[src/rtl/pitch_sweep_ctrl_pkg.sv]
// Shared types, widths and helpers for the pitch-changer sweep controller.
// Holds the FSM encoding, tap spacing, gain constants and the crossfade gain mapping.
package pitch_sweep_ctrl_pkg;

  localparam int CTR_W   = 9;
  localparam int GAIN_W  = 8;
  localparam int PRESC_W = 3;

  localparam logic [CTR_W-1:0]  K_OFFSET   = 9'd128;
  localparam logic [GAIN_W-1:0] G_FULL     = 8'h7F;
  localparam logic [9:0]        ADC_OFFSET = 10'h188;
  localparam logic [9:0]        DAC_OFFSET = 10'h200;

  typedef enum logic [1:0] {
    ST_BYPASS = 2'd0,
    ST_ARM    = 2'd1,
    ST_SWEEP  = 2'd2
  } state_e;

  typedef struct packed {
    logic [GAIN_W-1:0] ga;
    logic [GAIN_W-1:0] gb;
  } gains_t;

  // Triangular crossfade: c + ~c = 7F keeps ga + gb constant in every region.
  function automatic gains_t tap_gains(input logic [CTR_W-1:0] ctr);
    gains_t     g;
    logic [6:0] c;
    c = ctr[6:0];
    case (ctr[8:7])
      2'b00: begin g.ga = '0;        g.gb = G_FULL;     end
      2'b01: begin g.ga = {1'b0, c};  g.gb = {1'b0, ~c}; end
      2'b10: begin g.ga = G_FULL;     g.gb = '0;         end
      default: begin g.ga = {1'b0, ~c}; g.gb = {1'b0, c}; end
    endcase
    return g;
  endfunction

endpackage

[src/rtl/pitch_sweep_ctrl_if.sv]
// Bundle between the ADC interface, the sweep controller and the delay/mult pair.
// master = controller side, slave = surrounding datapath side.
interface pitch_sweep_ctrl_if;
  import pitch_sweep_ctrl_pkg::*;

  logic              data_valid;
  logic [3:0]        mode;
  logic              load;
  logic [CTR_W-1:0]  ka;
  logic [CTR_W-1:0]  kb;
  logic [GAIN_W-1:0] ga;
  logic [GAIN_W-1:0] gb;
  logic              bypass;

  modport master (
    input  data_valid, mode,
    output load, ka, kb, ga, gb, bypass
  );

  modport slave (
    output data_valid, mode,
    input  load, ka, kb, ga, gb, bypass
  );

endinterface

[src/rtl/pitch_sweep_ctrl_dv_edge_sync.sv]
// Brings the asynchronous ADC data_valid level into sysclk and emits one
// registered tick per rising edge of that level.
module pitch_sweep_ctrl_dv_edge_sync (
  input  logic sysclk,
  input  logic reset,
  input  logic async_in,
  output logic tick
);

  logic s1_q, s2_q, s3_q, tick_q;

  // tick is registered so that load (one flop later) lands after edge k+3.
  always_ff @(posedge sysclk or posedge reset) begin
    if (reset) begin
      s1_q   <= 1'b0;
      s2_q   <= 1'b0;
      s3_q   <= 1'b0;
      tick_q <= 1'b0;
    end else begin
      s1_q   <= async_in;
      s2_q   <= s1_q;
      s3_q   <= s2_q;
      tick_q <= s2_q & ~s3_q;
    end
  end

  assign tick = tick_q;

endmodule

[src/rtl/pitch_sweep_ctrl.sv]
// Sweep sequencer for the two-tap crossfading delay: turns sample ticks into
// load pulses, steps the sweep counter and registers tap delays and gains.
module pitch_sweep_ctrl
  import pitch_sweep_ctrl_pkg::*;
(
  input  logic                sysclk,
  input  logic                reset,
  pitch_sweep_ctrl_if.master  bus
);

  state_e             state_q, state_d;
  logic [CTR_W-1:0]   ctr_q, ctr_d;
  logic [PRESC_W-1:0] presc_q, presc_d;
  logic               load_q;
  logic [CTR_W-1:0]   ka_q, kb_q;
  gains_t             gains_q;
  logic               tick;
  logic               mode_zero;
  logic [PRESC_W-1:0] presc_reload;

  pitch_sweep_ctrl_dv_edge_sync u_sync (
    .sysclk   (sysclk),
    .reset    (reset),
    .async_in (bus.data_valid),
    .tick     (tick)
  );

  assign mode_zero    = (bus.mode == 4'd0);
  // P - 1 = 7 - mode[3:1], which is simply the bitwise complement.
  assign presc_reload = ~bus.mode[3:1];

  always_comb begin
    state_d = state_q;
    ctr_d   = ctr_q;
    presc_d = presc_q;
    case (state_q)
      ST_BYPASS: begin
        ctr_d   = '0;
        presc_d = '0;
        if (!mode_zero) state_d = ST_ARM;
      end
      ST_ARM: begin
        if (tick) begin
          presc_d = presc_reload;
          state_d = ST_SWEEP;
        end
      end
      ST_SWEEP: begin
        if (tick) begin
          if (presc_q == '0) begin
            ctr_d   = bus.mode[0] ? ctr_q - CTR_W'(1) : ctr_q + CTR_W'(1);
            presc_d = presc_reload;
          end else begin
            presc_d = presc_q - PRESC_W'(1);
          end
        end
      end
      default: state_d = ST_BYPASS;
    endcase
    // Bypass request overrides any step due on this cycle.
    if (mode_zero) begin
      state_d = ST_BYPASS;
      ctr_d   = '0;
      presc_d = '0;
    end
  end

  always_ff @(posedge sysclk or posedge reset) begin
    if (reset) begin
      state_q <= ST_BYPASS;
      ctr_q   <= '0;
      presc_q <= '0;
      load_q  <= 1'b0;
    end else begin
      state_q <= state_d;
      ctr_q   <= ctr_d;
      presc_q <= presc_d;
      load_q  <= tick;
    end
  end

  // Tap outputs follow ctr by one cycle; reset values match ctr = 0.
  always_ff @(posedge sysclk or posedge reset) begin
    if (reset) begin
      ka_q    <= 9'h180;
      kb_q    <= 9'h080;
      gains_q <= '{ga: 8'h00, gb: G_FULL};
    end else begin
      ka_q    <= ctr_q - K_OFFSET;
      kb_q    <= ctr_q + K_OFFSET;
      gains_q <= tap_gains(ctr_q);
    end
  end

  assign bus.load   = load_q;
  assign bus.ka     = ka_q;
  assign bus.kb     = kb_q;
  assign bus.ga     = gains_q.ga;
  assign bus.gb     = gains_q.gb;
  assign bus.bypass = (state_q == ST_BYPASS);

endmodule
[src/flat_wrapper.sv]
// flat-port wrapper written by rule: the top's interface ports become plain ports
module pitch_sweep_ctrl_flat import pitch_sweep_ctrl_pkg::*;
  (sysclk, reset, bus_data_valid, bus_mode, bus_load, bus_ka, bus_kb, bus_ga, bus_gb, bus_bypass);
  pitch_sweep_ctrl_if bus_i ();
  input  logic sysclk;
  input  logic reset;
  input wire logic [$bits(bus_i.data_valid)-1:0] bus_data_valid;
  input wire logic [$bits(bus_i.mode)-1:0] bus_mode;
  output wire logic [$bits(bus_i.load)-1:0] bus_load;
  output wire logic [$bits(bus_i.ka)-1:0] bus_ka;
  output wire logic [$bits(bus_i.kb)-1:0] bus_kb;
  output wire logic [$bits(bus_i.ga)-1:0] bus_ga;
  output wire logic [$bits(bus_i.gb)-1:0] bus_gb;
  output wire logic [$bits(bus_i.bypass)-1:0] bus_bypass;
  assign bus_i.data_valid = bus_data_valid;
  assign bus_i.mode = bus_mode;
  assign bus_load = bus_i.load;
  assign bus_ka = bus_i.ka;
  assign bus_kb = bus_i.kb;
  assign bus_ga = bus_i.ga;
  assign bus_gb = bus_i.gb;
  assign bus_bypass = bus_i.bypass;
  pitch_sweep_ctrl u_core (.sysclk(sysclk), .reset(reset), .bus(bus_i));
endmodule
[config.mk]
export PLATFORM = sky130hd
export DESIGN_NAME = pitch_sweep_ctrl_flat
export DESIGN_NICKNAME = d
export VERILOG_FILES = /design/src/rtl/pitch_sweep_ctrl_pkg.sv /design/src/rtl/pitch_sweep_ctrl_if.sv /design/src/rtl/pitch_sweep_ctrl_dv_edge_sync.sv /design/src/rtl/pitch_sweep_ctrl.sv /design/src/flat_wrapper.sv
export SDC_FILE = /design/constraint.sdc
export NUM_CORES = 1
export LEC_CHECK = 0
export ABC_AREA = 1
export CAP_MARGIN = 0
export CORE_UTILIZATION = 30
export DETAILED_ROUTE_END_ITERATION = 7
export GPL_TIMING_DRIVEN = 0
export PLACE_DENSITY = 0.48
export SLEW_MARGIN = 20
export SYNTH_ARGS = -nofsm -noshare
export SYNTH_HDL_FRONTEND = slang
export SYNTH_SLANG_ARGS = --single-unit
[constraint.sdc]
create_clock -name sysclk -period 3.33 [get_ports sysclk]
set_input_delay 0.666 -clock sysclk [delete_from_list [all_inputs] [get_ports sysclk]]
set_output_delay 0.666 -clock sysclk [all_outputs]
set_load 0.05 [all_outputs]
==> flow_summary.ini <==
[layout]
area_growth_pct = 28.08
instances_no_fill = 403
diodes = 0
drive_above_1_share_pct = 14.14
nNetsFinal = 327

[worst_setup_path]
critical_path.cell_chain = inv_1 -> ha_1 -> clkdlybuf4s50_1
crit_fanout = 3
path_class = flip-flop to output port
start_kind = flip-flop
arrival_ns = 1.80
r2r_cells = 6
endpoint_kind = output port
r2r_end = u_core.ctr_q[7]
slowest_delay_ns = 0.81
required_ns = 2.66
r2r_start = u_core.ctr_q[2]
slowest_stage = clkdlybuf4s50_1
rrSetupSlack_ns = 1.77

[clocking]
insertion_delay_ns = 0.30
h-tree-depth = 2
clkTransAtPathRegs_ns = 0.08
post_cts_resize_count = 0
cts_tree = done
holdBufCountCts = 0
clock-sinks = 43
cts_inserted_buffers = 5
post_cts_buffers = 0
clk_path_buf_depth = 2
cts_root_buf = clkbuf_8

[drt]
wl_per_cell_um = 11.41
ant_nets = 0
drt-initial-drc-count = 70
drtPass1Iterations = 4
drcViolationCount = 0
drt_wl_total_um = 4598
vias = 1734
routed_via_density = 4.303

[floorplanning]
coreArea_mm2 = 0.007253
die_area_mm2 = 0.007866
rows = 31
start_util_pct = 31.09
ioPinCount = 43
die_h_um = 88.69
die_x_um = 88.69

[min_path]
hold_path_class = flip-flop to flip-flop
worstHoldPathCells = 0
holdCritStartpoint = u_core.u_sync.s1_q
whs_endpoint = u_core.u_sync.s2_q

[logic_synthesis]
yosysSeqAreaShare_pct = 48.22
synth-simple-area-share_pct = 21.64
ys_types = 28
synth_top_family_by_area = simple AND/OR/NAND/NOR gates
synth_edf_count = 0
yosysWarnings = 0
ys.flop_type = dfrtp_1
synthAdderAreaFrac_pct = 9.767
synth-xor-area-share_pct = 1.554
syn_inst = 254
synth_seq_cells = 43
netlist_area_mm2 = 0.002255
muxShareOfSynthArea_pct = 0
syn_area_per_cell_um2 = 8.877
synth-compound-area-share_pct = 9.046
async_reset_ff_share_pct = 100.0

[timing]
max_freq_mhz = 405.6
period_share_pct = 74.04
fin_setup_tns_ns = 0
hold_violations = 0
clock_skew_ns = 0.01115
drv_slew = 0
slew_headroom_pct = 61.29
fin_crit_ns = 2.465
rsz0062_at_grt = false
worst_slew_pin_slew_ns = 0.5785
setup_viol = 0

[flow_run]
cap_violations = 0

[global_route]
grt_pass1_wl_um = 7603
track_usage_pct = 12.94
grt_overflow = 0
antenna_found_initial = 0
grt_pass1_vias = 1604
grt_max_degree = 26

[power_and_ir_drop]
ir_drop_uv = 203.5
p_per_area_mw_per_mm2 = 777.2
power.leakage_nw = 1.416

[placement]
dp.cells = 395
place.gp.congestion = 0.7547
port_buffers = 40
hpwl_um = 3410

[run_status]
status = finished, final reports clean
==> cell usage in the layout (no fill, tap or decap), types with 3 or more instances in the layout <==
| cell type | instances |
|---|---|
| clkbuf_8 | 5 |
| or2_2 | 3 |
| dfrtp_1 | 34 |
| clkdlybuf4s50_1 | 40 |
| nand3_1 | 15 |
| a21boi_0 | 4 |
| ha_1 | 16 |
| inv_2 | 3 |
| a21oi_1 | 5 |
| buf_4 | 10 |
| nand3b_1 | 3 |
| dfstp_2 | 9 |
| inv_1 | 31 |
| nand2_1 | 72 |
| nor2_1 | 9 |
| o21ai_0 | 5 |
| o21ai_1 | 8 |
| a22oi_1 | 10 |
==> cells in the mapped netlist, types with 4 or more instances <==
library cell  instances  share of area (%)
nand2_1              72                 12
dfrtp_1              34                 38
inv_1                32                5.3
ha_1                 16                8.9
nand3_1              15                3.3
a22oi_1              10                3.3
buf_4                10                3.3
dfstp_2               9                 10
nor2_1                9                1.5
o21ai_1               8                1.8
a21oi_1               5                1.1
o21ai_0               5                1.1
a21boi_0              4                1.3
==> flip-flops by register name (all words and copies together), names as in the netlist <==
register,cells
u_core.bus.ga,7
u_core.bus.gb,7
u_core.bus.ka,9
u_core.bus.kb,1
u_core.bus.load,1
u_core.ctr_q,9
u_core.presc_q,3
u_core.state_q,2
u_core.u_sync.s1_q,1
u_core.u_sync.s2_q,1
u_core.u_sync.s3_q,1
u_core.u_sync.tick,1
==> per-layer routing <==
metal / track usage, % / part of all wire, % / vias up / routed length, um
met2: 21.26 / 46 / 40 / 2104
li1: - / - / 890 / -
met4: 5.279 / 1.5 / 0 / 68
met1: 16.91 / 49 / 798 / 2257
met5: 0 / 0 / - / 0
met3: 2.239 / 3.6 / 6 / 167
==> metrics by stage <==
step	util [%]	area (um^2)	setup WS (ns)	hold WS, ns	total power [mW]
2_1_floorplan	-	2258	1.655	0.3312	1.602
6_report	39.81	2888	0.8646	0.3537	2.244
5_1_grt	39.81	2888	0.7819	0.3644	2.417
4_1_cts	39.81	2888	0.8460	0.3604	2.282
3_3_place_gp	38.36	2783	0.6660	0.3515	1.932
3_5_place_dp	38.64	2803	0.6547	0.3402	1.946
==> report_power, final <==
group	switching, mW	internal, mW
Combinational	0.781	0.398
Sequential	0.0742	0.667
Clock	0.178	0.147
==> critical path: cells and delay by family, from the launching register on <==
family / cells / cell delay, ns
fa+ha+maj: 1 / 0.20
buf+inv: 2 / 0.91
flops: 1 / 0.40
==> cell families (layout without fill, tap and decap cells) <==
group / count (synthesis) / count (layout)
compound gates: 33 / 33
xor+xnor: 4 / 4
fa+ha+maj: 17 / 17
buf+inv: 47 / 96
flops: 43 / 43
other cells: 1 / 2
simple gates: 109 / 109
==> worst max path at each step <==
| stage | from | end | slack, ns | cells past startpoint |
|---|---|---|---|---|
| after floorplan | bus_mode[0] | u_core.ctr_q[8] | 1.66 | 6 |
| after global placement | bus_mode[0] | u_core.ctr_q[7] | 0.67 | 7 |
| after detailed placement | bus_mode[0] | u_core.ctr_q[7] | 0.65 | 7 |
| after CTS | u_core.state_q[1] | bus_bypass | 0.85 | 3 |
| after global routing | u_core.state_q[0] | bus_bypass | 0.78 | 3 |
| final | u_core.state_q[1] | bus_bypass | 0.86 | 3 |
==> area by class of cell <==
| cell class | instances | area, um^2 |
|---|---|---|
| fillers | 775 | 4365 |
| multi-input cells | 165 | 954.7 |
| inverters | 34 | 127.6 |
| repair buffers | 41 | 420.4 |
| clock inverters | 2 | 12.51 |
| well taps | 99 | 123.9 |
| clock buffers | 6 | 72.57 |
| flip-flops and latches | 43 | 1087 |
| plain buffers | 13 | 88.84 |
Note: power is estimated with default switching activity, not from simulation.
